### src/rtl/acc_pkg.sv
// Shared definitions for the accumulator CPU control path: opcode constants,
// FSM state encoding and instruction field positions.
package acc_pkg;

    localparam int ADDR_W = 8;
    localparam int DATA_W = 16;

    // Instruction field positions: IR[15:12] opcode, IR[7:0] operand address.
    localparam int OP_MSB   = 15;
    localparam int OP_LSB   = 12;
    localparam int ADDR_MSB = 7;
    localparam int ADDR_LSB = 0;

    // Opcodes 8..E are undefined and execute as NOP.
    localparam logic [3:0] OP_NOP   = 4'h0;
    localparam logic [3:0] OP_LOAD  = 4'h1;
    localparam logic [3:0] OP_STORE = 4'h2;
    localparam logic [3:0] OP_ADD   = 4'h3;
    localparam logic [3:0] OP_SUB   = 4'h4;
    localparam logic [3:0] OP_AND   = 4'h5;
    localparam logic [3:0] OP_JMP   = 4'h6;
    localparam logic [3:0] OP_JZ    = 4'h7;
    localparam logic [3:0] OP_HALT  = 4'hF;

    typedef enum logic [3:0] {
        ST_FETCH1 = 4'd0,
        ST_FETCH2 = 4'd1,
        ST_FETCH3 = 4'd2,
        ST_DECODE = 4'd3,
        ST_MEMRD  = 4'd4,
        ST_EXEC   = 4'd5,
        ST_MEMWR  = 4'd6,
        ST_HALT   = 4'd7
    } state_e;

    function automatic logic [3:0] ir_opcode(input logic [DATA_W-1:0] ir);
        return ir[OP_MSB:OP_LSB];
    endfunction

    function automatic logic [ADDR_W-1:0] ir_addr(input logic [DATA_W-1:0] ir);
        return ir[ADDR_MSB:ADDR_LSB];
    endfunction

    // Instructions that read an operand from memory before EXEC.
    function automatic logic is_read_op(input logic [3:0] op);
        return (op == OP_LOAD) || (op == OP_ADD) || (op == OP_SUB) || (op == OP_AND);
    endfunction

endpackage

### src/rtl/acc_control_alu.sv
// acc_alu: combinational accumulator datapath used in EXEC. Produces the new
// accumulator value for LOAD/ADD/SUB/AND (modulo 2^16) and its zero flag.
module acc_alu
    import acc_pkg::*;
(
    input  logic [3:0]        op,
    input  logic [DATA_W-1:0] acc,
    input  logic [DATA_W-1:0] mdr,
    output logic [DATA_W-1:0] result,
    output logic              zero
);

    // Select the accumulator update for the executing opcode.
    always_comb begin
        // NOTE: assign every combinational output a default first so no path
        // through the case leaves it unassigned, which would infer a latch.
        result = acc;
        case (op)
            OP_LOAD: result = mdr;
            OP_ADD:  result = acc + mdr;
            OP_SUB:  result = acc - mdr;
            OP_AND:  result = acc & mdr;
            default: result = acc;
        endcase
        zero = (result == '0);
    end

endmodule

### src/rtl/acc_control.sv
// acc_control: multicycle fetch/decode/execute FSM and next-state logic for
// the 8-bit-address, 16-bit-data accumulator CPU. Reads the architectural
// register bank and drives the *_next values the bank loads on the next clock.
// Only the FSM state is registered here.
// Optional feature macro: ACC_CTRL_MEMWAIT_EN (memory accesses wait for mem_ready).
module acc_control
    import acc_pkg::*;
(
    input  logic               clk,
    input  logic               rst,

    input  logic [ADDR_W-1:0]  PC_reg,
    input  logic [ADDR_W-1:0]  MAR_reg,
    input  logic [DATA_W-1:0]  IR_reg,
    input  logic [DATA_W-1:0]  ACC_reg,
    input  logic [DATA_W-1:0]  MDR_reg,
    input  logic               Zflag_reg,

    output logic [ADDR_W-1:0]  PC_next,
    output logic [ADDR_W-1:0]  MAR_next,
    output logic [DATA_W-1:0]  IR_next,
    output logic [DATA_W-1:0]  ACC_next,
    output logic [DATA_W-1:0]  MDR_next,
    output logic               Zflag_next,

    output logic [ADDR_W-1:0]  mem_addr,
    output logic [DATA_W-1:0]  mem_wdata,
    input  logic [DATA_W-1:0]  mem_rdata,
    output logic               mem_re,
    output logic               mem_we,
    input  logic               mem_ready,

    output logic               halted,
    output logic               illegal_op
);

    state_e state;
    state_e state_next;

    logic [3:0]        opcode;
    logic [ADDR_W-1:0] operand_addr;
    logic [DATA_W-1:0] alu_result;
    logic              alu_zero;
    logic              access_done;

    assign opcode       = ir_opcode(IR_reg);
    assign operand_addr = ir_addr(IR_reg);

    // The memory port is addressed and fed straight from the bank.
    assign mem_addr  = MAR_reg;
    assign mem_wdata = MDR_reg;

`ifdef ACC_CTRL_MEMWAIT_EN
    // Accesses complete only on a cycle with mem_ready high.
    assign access_done = mem_ready;
`else
    // Zero-wait memory: every access completes in its first cycle.
    logic unused_mem_ready;
    assign access_done      = 1'b1;
    assign unused_mem_ready = mem_ready;
`endif

    acc_alu u_alu (
        .op     (opcode),
        .acc    (ACC_reg),
        .mdr    (MDR_reg),
        .result (alu_result),
        .zero   (alu_zero)
    );

    // State register; synchronous reset returns the sequencer to FETCH1.
    always_ff @(posedge clk) begin
        // NOTE: sequential state uses non-blocking assignment so every flop
        // samples pre-edge values regardless of block ordering.
        if (rst) begin
            state <= ST_FETCH1;
        end else begin
            state <= state_next;
        end
    end

    // Next-state, register next-values and memory strobes for the current state.
    always_comb begin
        state_next = state;
        PC_next    = PC_reg;
        MAR_next   = MAR_reg;
        IR_next    = IR_reg;
        ACC_next   = ACC_reg;
        MDR_next   = MDR_reg;
        Zflag_next = Zflag_reg;
        mem_re     = 1'b0;
        mem_we     = 1'b0;
        halted     = 1'b0;
        illegal_op = 1'b0;

        if (rst) begin
            // Abandon any instruction; the bank clears itself this cycle.
            state_next = ST_FETCH1;
        end else begin
            case (state)
                ST_FETCH1: begin
                    MAR_next   = PC_reg;
                    state_next = ST_FETCH2;
                end

                ST_FETCH2: begin
                    mem_re = 1'b1;
                    if (access_done) begin
                        MDR_next   = mem_rdata;
                        state_next = ST_FETCH3;
                    end
                end

                ST_FETCH3: begin
                    IR_next    = MDR_reg;
                    PC_next    = PC_reg + 8'd1;
                    state_next = ST_DECODE;
                end

                ST_DECODE: begin
                    state_next = ST_FETCH1;
                    if (is_read_op(opcode)) begin
                        MAR_next   = operand_addr;
                        state_next = ST_MEMRD;
                    end else begin
                        case (opcode)
                            OP_NOP: ;
                            OP_STORE: begin
                                MAR_next   = operand_addr;
                                MDR_next   = ACC_reg;
                                state_next = ST_MEMWR;
                            end
                            OP_JMP: PC_next = operand_addr;
                            OP_JZ: begin
                                if (Zflag_reg) begin
                                    PC_next = operand_addr;
                                end
                            end
                            OP_HALT: state_next = ST_HALT;
                            default: illegal_op = 1'b1;
                        endcase
                    end
                end

                ST_MEMRD: begin
                    mem_re = 1'b1;
                    if (access_done) begin
                        MDR_next   = mem_rdata;
                        state_next = ST_EXEC;
                    end
                end

                ST_EXEC: begin
                    ACC_next   = alu_result;
                    Zflag_next = alu_zero;
                    state_next = ST_FETCH1;
                end

                ST_MEMWR: begin
                    mem_we = 1'b1;
                    if (access_done) begin
                        state_next = ST_FETCH1;
                    end
                end

                ST_HALT: begin
                    halted = 1'b1;
                end

                default: begin
                    state_next = ST_FETCH1;
                end
            endcase
        end
    end

endmodule

### config.mk
export PLATFORM = sky130hd
export DESIGN_NAME = acc_control
export DESIGN_NICKNAME = d
export VERILOG_FILES = /design/src/rtl/acc_pkg.sv /design/src/rtl/acc_control_alu.sv /design/src/rtl/acc_control.sv
export SDC_FILE = /design/constraint.sdc
export NUM_CORES = 1
export LEC_CHECK = 0
export BUFFER_PORTS_ARGS = -buffer_cell sky130_fd_sc_hd__buf_4
export CAP_MARGIN = 20
export CORE_MARGIN = 2
export CORE_UTILIZATION = 40
export CTS_BUF_LIST = sky130_fd_sc_hd__clkbuf_4 sky130_fd_sc_hd__clkbuf_8 sky130_fd_sc_hd__clkbuf_16
export DETAILED_ROUTE_END_ITERATION = 8
export MAX_ROUTING_LAYER = met4
export PLACE_DENSITY = 0.74
export SKIP_LAST_GASP = 1
export SLEW_MARGIN = 20
export SYNTH_ARGS = -nofsm -noshare
export SYNTH_HDL_FRONTEND = slang
export SYNTH_SLANG_ARGS = --single-unit
### constraint.sdc
create_clock -name clk -period 3.6 [get_ports clk]
set_input_delay 0.36 -clock clk [delete_from_list [all_inputs] [get_ports clk]]
set_output_delay 0.36 -clock clk [all_outputs]
set_load 0.005 [all_outputs]
### After elaboration in Yosys (flattened, before gate mapping)

Cells that the tools add are included.

* bits in registers: 4
* bits of input ports: 84
* word-level logic and storage cells: 61

* $add $sub $neg: 3
* eq/ne operators: 15
* multiplexer cells: 33
* bitwise gates (word level): 1
* reductions and logical operators: 8

Operators with widths (number)
* two-way mux 16 bit: 7
* case mux 16 bit (4 select lines): 1
* two-way mux 8 bit: 6
* case mux 8 bit (2 select lines): 3
* equality test 4 x 3 -> 1 bit, second input constant: 8
* case mux 16 bit (2 select lines): 1
* case mux 4 bit (6 select lines): 1
* adder 16 bit: 1
* AND 16 bit: 1
* equality test 4 x 2 -> 1 bit, second input constant: 4
* logical NOT 16 bit: 1
* subtractor 16 bit: 1
* two-way mux 1 bit: 12
* adder 8 x 1 -> 8 bit, second input constant: 1
* equality test 4 x 1 -> 1 bit, second input constant: 2
* logical NOT 4 bit: 2
* case mux 3 bit (2 select lines): 1
* OR reduction 5 bit: 1
* equality test 4 bit, second input constant: 1
* logical OR 1 bit: 3
* two-way mux 3 bit: 1
* OR reduction 2 bit: 1

### Depth between registers and ports, before layout

Gate-level depths: netlist of run 1.

* depth in word-level cells: 7
* mapped depth: 16
* gate-level depth less buffers: 16

### By module

From an unflattened synthesis of run 1, not the netlist that was laid out.

* cells, all modules: 457
* area total of the unflattened synthesis: 3321.9 µm²

By module, submodules not included
* acc_control: times used 1, cells an instance 231, area each 1773.0 µm², sequential area each 60.1 µm²
* acc_alu: times used 1, cells an instance 226, area each 1549.0 µm², sequential area each 0.0 µm²

### Least setup slack after synthesis of run 1

Ideal clock, no wire load.

* path kind: input-to-output
* start: input port IR_reg[14]
* end: output port Zflag_next
* arrival time: 3.548 ns
* required time: 3.240 ns
* setup slack: -0.308 ns
* stages on the path: 16
* buffers on the path: 2
* cell sequence: buf_6 inv_1 nor4_2 clkbuf_1 nor2_1 xnor2_1 ha_1 a21o_1 a31oi_1 a21oi_1 a2111oi_1 o31a_1 or3_1 nand3_1 nor4_2 a32o_2

* cells in the longest elaborated chain, start to end: 5
* elaborated cells between the ends (all ways): 8
* classes of those cells: 4 x eq/ne; 3 x mux; 1 x reduce/logical

RTL lines
* start: declaration: RTL line acc_control.sv:14 `input logic [DATA_W-1:0] IR_reg,`
* equality test 4 x 3 -> 1 bit (tied with other cells): RTL line acc_control_alu.sv:18 `case (op)`
* case mux 16 bit (4 select lines) (*): RTL line acc_control_alu.sv:18
* logical NOT 16 bit (*): RTL line acc_control_alu.sv:25 `zero = (result == '0);`
* two-way mux 1 bit (*): RTL line acc_control.sv:100 `case (state)`
* two-way mux 1 bit (*): RTL line acc_control.sv:96 `if (rst) begin`
* end: declaration: RTL line acc_control.sv:24 `output logic Zflag_next,`

Every way passes the cells marked *; elsewhere a longest branch is shown, timed or not.

### Final worst setup path of run 1

* start: input port MDR_reg[3]
* end: output port Zflag_next

* cells in the longest elaborated chain, start to end: 5
* elaborated cells between the ends (all ways): 7
* classes of those cells: 2 x add/sub; 3 x mux; 1 x bitwise; 1 x reduce/logical

RTL lines
* start: declaration: RTL line acc_control.sv:16 `input logic [DATA_W-1:0] MDR_reg,`
* subtractor 16 bit (tied with other cells): RTL line acc_control_alu.sv:21 `OP_SUB: result = acc - mdr;`
* case mux 16 bit (4 select lines) (*): RTL line acc_control_alu.sv:18
* logical NOT 16 bit (*): RTL line acc_control_alu.sv:25
* two-way mux 1 bit (*): RTL line acc_control.sv:100
* two-way mux 1 bit (*): RTL line acc_control.sv:96

Marks and branches as above.

==> results.md, run 1 <==
- Status: finished with violations
- Failing checks: setup timing
- Synth area leaders: mux2_2, ha_1, a21oi_1, nand2_1, a22oi_1
- Die width: 92.4 um
- H-tree depth: 1
- Initial antenna violation count: 0
- Setup crit start kind: input port
- Max reg flops: 3
- Critical Path RT: 3.24 ns
- Clock transition at path regs: 0.03 ns
- Crit path DAT: 3.76 ns
- Mean Syn Cell Area: 6.60 um2
- Endpoints failing setup: 9
- Hold Crit Class: input port to flop
- Slew headroom: 25.0%
- # clock sinks: 3
- Hold Vio Cnt, Final: 0
- Clock latency at the later pin of the worst-skew pair: 0.22 ns
- Peak Freq: 243 MHz
- Post-route ant nets: 0
- Primary FF master, synth: dfxtp_1
- Largest regs: state x3
- Ys Warns: 0
- Num CTS Buffers: 3
- CP max FO: 3
- PortBufs: 175
- Avg Vias per Cell: 5.76
- Power after layout: 0.00100 W
- Unrepaired setup endpoints after global routing: yes
- Nets: 799
- CORE AREA: 7650 um2
- DRC: 0
- Final WL: 14.2 mm
- Root Buffer Master: clkbuf_8
- CTS tree: done
- # diodes: 0
- Die height: 92.4 um
- Fin crit period: 4.12 ns
- Floorplan die area: 8530 um2
- Drt pass-1 iters: 5
- HPWL Detailed: 10.6 mm
- Worst Max-Slew Pin Slew: 1.12 ns
- Static leakage: 2.56 nW
- CTS max path bufs: 2
- IO Count: 177
- Seq cells post-synth: 3
- Largest net degree at the start of global routing: 28
- GRT Util Overall: 31.5%
- Gpl congestion: 0.986
- Starting Density: 40.8%
- Vias in the first global route: 4465
- Share of cells above drive strength 1: 51.2%
- Netlist Area Pre-Place: 3120 um2
- Cells after DPL: 771
- EDFF count, synth: 0
- Synth Instances: 473
- DR iter-0 viols: 226
- Tcrit/Tclk final: 114%
- Min setup slack post-route: -0.521 ns
- Via count: 4589
- Max_cap viols: 0
- CP Class: input port to primary output
- Syn-to-layout area delta: 72.4%
- Crit end category: primary output
- Worst VDD drop: 0.0865 mV
- Row cnt: 32
- Fraction of registers with async set/reset: 0%
- First-pass GRT wire length: 21.3 mm
- Biggest register: state
- Sequential share of the synthesized area: 1.92%
- Syn Nets: 576
- Synth cell types: 62
- Synth top area share: 7.93%
- PwrDens: 187 nW/um2
- Total gr overflow: 0
- Final Skew: 0.00253 ns
- Post-Layout Cell Count: 797
- Synth area leader: mux2_2
- Wirelength per Cell: 17.8 um
- Max-slew violation count: 0
[path summary, 6_finish.rpt]
| path | cells after the start | end | slack (ns) | startpoint |
|---|---|---|---|---|
| min reg2reg | 2 | state[0]$_SDFFE_PP0P_ | 0.69 | state[1]$_SDFFE_PP0P_ |
| max | 17 | Zflag_next | -0.52 | MDR_reg[3] |
| min | 2 | state[0]$_SDFFE_PP0P_ | 0.39 | rst |
| max reg2reg | 4 | state[1]$_SDFFE_PP0P_ | 2.42 | state[1]$_SDFFE_PP0P_ |
[critical path, stage by stage]
cell and delay [ns]:
buf_6 0.09, or3_4 0.38, or3b_4 0.44, nor2_4 0.16
buf_6 0.12, a21oi_1 0.06, xnor2_1 0.13, ha_1 0.30
nor2b_4 0.14, or3b_4 0.38, a21oi_4 0.14, o21bai_1 0.10
a211oi_2 0.27, nand4_1 0.19, nor4_2 0.17, a32o_2 0.22
buf_6 0.09
[placed cells by master, fill, tap and decap left out, drive strengths merged, types with 2 or more instances in the layout]
master	count
buf	270
nand2	58
a21oi	44
nor2	40
a22oi	25
xnor2	22
mux2	22
inv	19
nor3	19
ha	18
o21ai	14
nand3	14
o22ai	13
o21a	11
o211ai	10
nor2b	10
and3	9
a31oi	9
nor4	6
a221o	5
nor3b	5
xor2	4
o2111ai	4
clkbuf	4
or3	4
o21bai	3
a21o	3
dfxtp	3
or3b	2
a211oi	2
a22o	2
nand3b	2
o2bb2ai	2
[synthesized netlist by cell type, drive strengths merged, types with 2 or more instances]
cell and instances:
a22o 2, nand3 14, buf 35, a21oi 44, o21ai 14, o21a 11
and3 9, a22oi 25, o22ai 13, nand3b 2, o2bb2ai 2, o2111ai 4
or3b 2, or3 4, a221o 5, a211oi 2, o21bai 3, nor4 6
ha 18, nor3b 5, a21o 3, xor2 4, a31oi 9, nor2b 10
dfxtp 3, nand2 58, mux2 22, xnor2 22, o211ai 10, clkbuf 17
nor2 40, inv 19, nor3 19
[logic make-up (layout without fill, tap and decap cells)]
logic type	Yosys count	in the layout	synth area share (%)
buf+inv	71	293	12.0
flops	3	3	1.92
fa+ha+maj	19	19	7.85
xor+xnor	26	26	7.53
simple gates	174	174	28.3
mux	23	23	8.25
compound gates	157	157	34.1
[timing repair]
item | CTS | global route
hold buffers | 0 | 0
buffers inserted | 12 | 14
setup endpoints to repair | 9 | 9
gates cloned | 0 | 0
pin swaps | 34 | 36
resized for setup | 30 | 33
[layout make-up]
cell class,count,area [um2]
Clock buffer,4,48.8
Fill cell,638,2260
Inverter,19,71.3
Multi-Input combinational cell,399,2980
Sequential cell,3,60.1
Tap cell,102,128
Timing Repair Buffer,270,2090
[metal layers]
metal,track usage (%),vias to the layer above,part of all wire (%)
li1,-,2182,-
met1,35.3,2119,38
met2,58.0,251,51
met3,3.34,37,8.3
met4,10.9,0,2.8
met5,-,-,0
[stage by stage]
stage               setup slack [ns]  hold WS (ns)  TNS (ns)  instance area (um2)  utilization [%]
floorplan                    -0.0311         0.618   -0.0311                 3170                -
global placement              -0.448         0.613     -1.79                 4870             63.7
detailed placement            -0.552         0.613     -2.34                 4870             63.7
CTS                           -0.490         0.393     -1.89                 5150             67.4
global route                  -0.624         0.416     -3.39                 5380             70.4
finish                        -0.521         0.394     -2.35                 5380             70.4
[power breakdown]
part	switching, W	internal [W]	total, W
Combinational	0.000408	0.000448	0.000856
Sequential	0.00000395	0.0000357	0.0000396
Clock	0.0000250	0.0000833	0.000108
(Power assumes the default switching activity.)
==> run 2, diff against run 1 <==
--- a/config.mk
+++ b/config.mk
@@ -5,14 +5,15 @@
 export SDC_FILE = /design/constraint.sdc
 export NUM_CORES = 1
 export LEC_CHECK = 0
-export BUFFER_PORTS_ARGS = -buffer_cell sky130_fd_sc_hd__buf_4
+export ABC_AREA = 1
+export BUFFER_PORTS_ARGS = -buffer_cell sky130_fd_sc_hd__buf_2
 export CAP_MARGIN = 20
 export CORE_MARGIN = 2
 export CORE_UTILIZATION = 40
 export CTS_BUF_LIST = sky130_fd_sc_hd__clkbuf_4 sky130_fd_sc_hd__clkbuf_8 sky130_fd_sc_hd__clkbuf_16
 export DETAILED_ROUTE_END_ITERATION = 8
 export MAX_ROUTING_LAYER = met4
-export PLACE_DENSITY = 0.74
+export PLACE_DENSITY = 0.71
 export SKIP_LAST_GASP = 1
 export SLEW_MARGIN = 20
 export SYNTH_ARGS = -nofsm -noshare
==> run 2 against run 1 <==
Effect of this change:
- the flow now finishes without violations
- final cell count grew 19%
- via count rose by 7.8%
- global-route usage is 5.1 points lower
- count of clock-buffer cells in the layout unchanged
- register-to-register slack got worse by 0.17 ns
- clock skew decreased by 0.0013 ns
- highest routed layer unchanged
==> results.md, run 2 <==
- H-tree depth: 1
- Final Skew: 0.00123 ns
- R2r endpoint: state[2]$_SDFFE_PP0P_
- Post-Layout Cell Count: 950
- Synth Instances: 693
- First-pass GRT wire length: 20.9 mm
- Reg2Reg Depth: 5
- IO Count: 177
- Internal power: 0.000394 W
- Drt pass-1 iters: 5
- Cts-stage hold buffer count: 0
- Nets: 946
- CTS max path bufs: 2
- Crit path DAT: 2.97 ns
- Switching power: 0.000454 W
- Mean Syn Cell Area: 5.22 um2
- Commonest non-fill, non-tap cell in the layout: nand2_1
- Status: finished, final reports clean
- Floorplan die area: 9820 um2
- Wirelength per Cell: 14.0 um
- Worst Hold Depth: 2
- Num CTS Buffers: 3
- Fraction of registers with async set/reset: 0%
- Unrepaired setup endpoints after global routing: no
- Max_cap viols: 0
- Sequential share of the synthesized area: 1.66%
- DR iter-0 viols: 201
- Slew headroom: 44.4%
- Via count: 4947
- Min-delay src: rst
- Crit end category: primary output
- Share of cells above drive strength 1: 27.1%
- Min-Delay Endpoint: state[0]$_SDFFE_PP0P_
- Fin crit period: 3.33 ns
- Synth cell types: 44
- Hold Vio Cnt, Final: 0
- Syn-to-layout area delta: 25.2%
- Most frequent cells in the layout: nand2_1, buf_2, inv_1, o21ai_0, nor2_1
- Count leader, synth: nand2_1
- CP peak stage delay: 0.23 ns
- Starting Density: 41.3%
- Static leakage: 2.60 nW
- Critical Path RT: 3.24 ns
- # clock sinks: 3
- CP Class: input port to primary output
- Syn Nets: 796
- Primary FF master, synth: dfxtp_1
- Crit path max-delay cell type: ha_4
- Clock transition at path regs: 0.03 ns
- Worst Max-Slew Pin Slew: 0.833 ns
- Post-synth top cells: nand2_1, inv_1, o21ai_0
- Biggest register: state
- Switching Share: 53.6%
- Reg2reg start: state[1]$_SDFFE_PP0P_
- Ys Warns: 0
- Hold Crit Class: input port to flop
- Final TNS setup: 0 ns
- Max reg flops: 3
- HPWL Detailed: 11.1 mm
- Die height: 99.1 um
- Avg Vias per Cell: 5.21
- Delay-heaviest family, CP: simple AND/OR/NAND/NOR gates
- Buf/Inv on CP: 5
- Synth top area share: 19.4%
- Peak Freq: 300 MHz
- Cells after DPL: 943
- Row cnt: 34
- PwrDens: 187 nW/um2
- EDFF count, synth: 0
- # diodes: 0
- DRC: 0
- Root Buffer Master: clkbuf_8
- Largest net degree at the start of global routing: 27
- Clock Power Share: 12.5%
- FF-to-FF setup slack: 2.25 ns
- Clock latency at the later pin of the worst-skew pair: 0.22 ns
- Seq cells post-synth: 3
- GRT Util Overall: 26.4%
- Synth area leader: nand2_1
- PortBufs: 175
- Gpl congestion: 0.978
- Max-slew violation count: 0
- CTS tree: done
- Final WL: 13.3 mm
- Total gr overflow: 0
- Post-route ant nets: 0
- CORE AREA: 8760 um2
- Seq pwr share: 5.4%
- Synth area leaders: nand2_1, inv_1, o21ai_0, nand3_1, nor2_1
- Largest regs: state x3
- Netlist Area Pre-Place: 3620 um2
- Worst VDD drop: 0.336 mV
- Cell Chain, Critical Path: buf_2, inv_1, ha_4, nand4_1, nor2_4, a21oi_1, xor2_1, inv_1, ha_4, nand2_1, inv_1, a21oi_1, nand4_1, nand3_1, nand2_1, nor2_1, nand2_1, nor2_1, nand3_1, nand2_1, buf_2
- Endpoints failing setup: 0
- Die width: 99.1 um
- Fill count: 1022
- Vias in the first global route: 4433
- Initial antenna violation count: 0
- CP max FO: 5
- Tcrit/Tclk final: 92.6%
- Logic pwr share: 82.1%
- Setup crit start kind: input port
- CP most frequent cell: nand2_1
-- run 2: power groups by stage --
| stage | sequential [W] | combinational (W) | clock [W] |
|---|---|---|---|
| after global routing | 0.0000467 | 0.000781 | 0.000112 |
| after global placement | 0.0000456 | 0.000671 | 0 |
| after detailed placement | 0.0000458 | 0.000672 | 0 |
| final | 0.0000455 | 0.000696 | 0.000106 |
| after floorplan | 0.0000444 | 0.000441 | 0 |
| after CTS | 0.0000453 | 0.000675 | 0.000110 |
-- run 2: worst max path at each step --
stage                from         end  depth (start not counted)
6_report       MDR_reg[1]  Zflag_next                         21
3_3_place_gp   MDR_reg[0]  Zflag_next                         21
3_5_place_dp   MDR_reg[0]  Zflag_next                         22
2_1_floorplan  IR_reg[12]  Zflag_next                         21
5_1_grt        MDR_reg[4]  Zflag_next                         21
4_1_cts        MDR_reg[0]  Zflag_next                         22
-- run 2: logic make-up (layout without fill, tap and decap cells) --
family | after synthesis | in the layout | share of synthesized area [%]
AO/OA/AOI/OAI | 144 | 144 | 24.0
XOR/XNOR | 16 | 16 | 3.88
adder cells (fa/ha/maj) | 19 | 19 | 6.78
buffers and inverters | 170 | 319 | 21.7
flip-flops | 3 | 3 | 1.66
AND/OR/NAND/NOR | 341 | 341 | 42.0
-- run 2: layout make-up --
class / instances / area [um2] / share of cell area [%]
Sequential cell: 3 / 60.1 / 1.33
Inverter: 129 / 490 / 10.8
Multi-Input combinational cell: 520 / 2830 / 62.6
Clock buffer: 4 / 48.8 / 1.08
Timing Repair Buffer: 186 / 958 / 21.2
Tap cell: 108 / 135 / 2.99
-- run 2: metal layers --
metal  GRT usage [%]  wire length, um  vias to the layer above  share of wire (%)
li1                -                -                     2550                  -
met1            33.8             5840                     2182                 44
met2            45.0             6290                      192                 47
met3            3.33              949                       23                7.1
met4            4.53              250                        0                1.9
met5               -                0                        -                  0
-- run 2: metrics by stage --
stage | setup slack [ns] | util (%) | instance area (um2) | power [W] | hold WS, ns
finish | 0.265 | 51.7 | 4530 | 0.000848 | 0.526
global route | 0.0148 | 51.7 | 4530 | 0.000940 | 0.531
CTS | 0.102 | 50.6 | 4440 | 0.000830 | 0.522
detailed placement | 0.115 | 50.1 | 4390 | 0.000718 | 0.544
global placement | 0.129 | 50.1 | 4390 | 0.000716 | 0.526
floorplan | 0.664 | - | 3620 | 0.000486 | 0.500
-- run 2: repair_timing --
item	4_1_cts	5_1_grt
setup buffers	0	3
endpoints found under the setup margin	0	6
resized for setup	0	15
==> run 3, diff against run 2 <==
--- a/config.mk
+++ b/config.mk
@@ -10,7 +10,6 @@
 export CAP_MARGIN = 20
 export CORE_MARGIN = 2
 export CORE_UTILIZATION = 40
-export CTS_BUF_LIST = sky130_fd_sc_hd__clkbuf_4 sky130_fd_sc_hd__clkbuf_8 sky130_fd_sc_hd__clkbuf_16
 export DETAILED_ROUTE_END_ITERATION = 8
 export MAX_ROUTING_LAYER = met4
 export PLACE_DENSITY = 0.71
==> run 3 against run 2 <==
Effect of this change:
- non-clock buffer count stayed put
- largest cell class unchanged
- count of clock-buffer cells in the layout stayed put
- critical path depth stayed put
- highest routed layer unchanged
- critical endpoint unchanged
- worst hold slack better by 0.0013 ns
- clock skew hardly changed
- design area hardly changed
==> results.md, run 3 (synthesized netlist as in run 2, its figures left out) <==
- Crit path DAT: 2.97 ns
- Buf/Inv on CP: 5
- Min-Delay Endpoint: state[0]$_SDFFE_PP0P_
- Fin crit period: 3.33 ns
- Delay-heaviest family, CP: simple AND/OR/NAND/NOR gates
- Wirelength per Cell: 14.0 um
- CP peak stage delay: 0.23 ns
- PortBufs: 175
- R2r endpoint: state[2]$_SDFFE_PP0P_
- Vias in the first global route: 4432
- Slew headroom: 44.6%
- Fill count: 1021
- Largest regs: state x3
- Total gr overflow: 0
- Avg Vias per Cell: 5.22
- Max-slew violation count: 0
- Cell Chain, Critical Path: buf_2, inv_1, ha_4, nand4_1, nor2_4, a21oi_1, xor2_1, inv_1, ha_4, nand2_1, inv_1, a21oi_1, nand4_1, nand3_1, nand2_1, nor2_1, nand2_1, nor2_1, nand3_1, nand2_1, buf_2
- Static leakage: 2.60 nW
- Max_cap viols: 0
- Die width: 99.1 um
- Row cnt: 34
- Min-delay src: rst
- Crit path max-delay cell type: ha_4
- IO Count: 177
- Critical Path RT: 3.24 ns
- Root Buffer Master: clkbuf_8
- # diodes: 0
- Unrepaired setup endpoints after global routing: no
- Most frequent cells in the layout: nand2_1, buf_2, inv_1, o21ai_0, nor2_1
- Worst Hold Depth: 2
- Worst VDD drop: 0.315 mV
- # clock sinks: 3
- Max reg flops: 3
- HPWL Detailed: 11.1 mm
- H-tree depth: 1
- CP max FO: 5
- Die height: 99.1 um
- Starting Density: 41.3%
- Share of cells above drive strength 1: 27.0%
- Post-route ant nets: 0
- Final Skew: 0.00105 ns
- Clock latency at the later pin of the worst-skew pair: 0.22 ns
- Peak Freq: 300 MHz
- CTS tree: done
- Worst Max-Slew Pin Slew: 0.831 ns
- Area after DPL: 4390 um2
- Drt pass-1 iters: 5
- Via count: 4955
- Hold slack: 0.527 ns
- Commonest non-fill, non-tap cell in the layout: nand2_1
- Clock transition at path regs: 0.03 ns
- Largest net degree at the start of global routing: 27
- GRT Util Overall: 26.4%
- Final instance area: 4520 um2
- Endpoints failing setup: 0
- CP Class: input port to primary output
- Floorplan die area: 9820 um2
- CTS max path bufs: 2
- CORE AREA: 8760 um2
- Status: finished, final reports clean
- First-pass GRT wire length: 20.9 mm
- Reg2reg start: state[0]$_SDFFE_PP0P_
- Nets: 946
- Min setup slack post-route: 0.268 ns
- CP most frequent cell: nand2_1
- Reg2Reg Depth: 5
- Hold Crit Class: input port to flop
- DRC: 0
- Final WL: 13.3 mm
- Final TNS setup: 0 ns
- Worst slack, placed: 0.115 ns
- DR iter-0 viols: 217
- Hold Vio Cnt, Final: 0
- Num CTS Buffers: 3
- FF-to-FF setup slack: 2.27 ns
- Setup crit start kind: input port
- Biggest register: state
- Gpl congestion: 0.978
- Crit end category: primary output
- Syn-to-layout area delta: 25.1%
- PwrDens: 186 nW/um2
- Initial antenna violation count: 0
- Tcrit/Tclk final: 92.6%
run 3: cell counts in the layout (fill, tap and decap cells not counted):
No cell type changed its count.
run 3: repair_timing:
| item | 4_1_cts | 5_1_grt |
|---|---|---|
| hold buffers | 0 | 0 |
| endpoints found under the setup margin | 0 | 6 |
| resized for setup | 0 | 15 |
| buffers inserted | 0 | 3 |
run 3: final cells by class:
class,instances,area [um2],share of cell area [%]
inverters,129,490,10.8
flip-flops and latches,3,60.1,1.33
clock buffers,4,45.0,0.996
multi-input cells,520,2830,62.7
well taps,108,135,2.99
repair buffers,186,958,21.2
run 3: power by group:
part	leakage (nW)	internal [W]	switching, W	total [W]
sequential	0.0248	0.0000377	0.00000773	0.0000454
clock	0.0228	0.0000756	0.0000228	0.0000983
combinational	2.55	0.000273	0.000423	0.000696
total	2.60	0.000386	0.000453	0.000840
run 3: per-stage QoR:
stage / utilization, % / total power, W / instances
2_1_floorplan: - / 0.000486 / 693
3_3_place_gp: 50.1 / 0.000716 / 943
3_5_place_dp: 50.1 / 0.000718 / 943
4_1_cts: 50.6 / 0.000823 / 947
5_1_grt: 51.6 / 0.000934 / 950
6_report: 51.6 / 0.000840 / 950
run 3: how the worst max path moves through the flow:
stage / to / start / cells past startpoint / slack (ns)
2_1_floorplan: Zflag_next / IR_reg[12] / 21 / 0.66
3_3_place_gp: Zflag_next / MDR_reg[0] / 21 / 0.13
3_5_place_dp: Zflag_next / MDR_reg[0] / 22 / 0.12
4_1_cts: Zflag_next / MDR_reg[0] / 22 / 0.10
5_1_grt: Zflag_next / MDR_reg[4] / 21 / 0.01
6_report: Zflag_next / MDR_reg[1] / 21 / 0.27
run 3: metal layers:
metal	vias up	wire, um	track usage (%)
li1	2548	-	-
met5	-	0	-
met4	0	243	4.53
met1	2183	5770	33.8
met2	203	6300	45.0
met3	21	1010	3.33
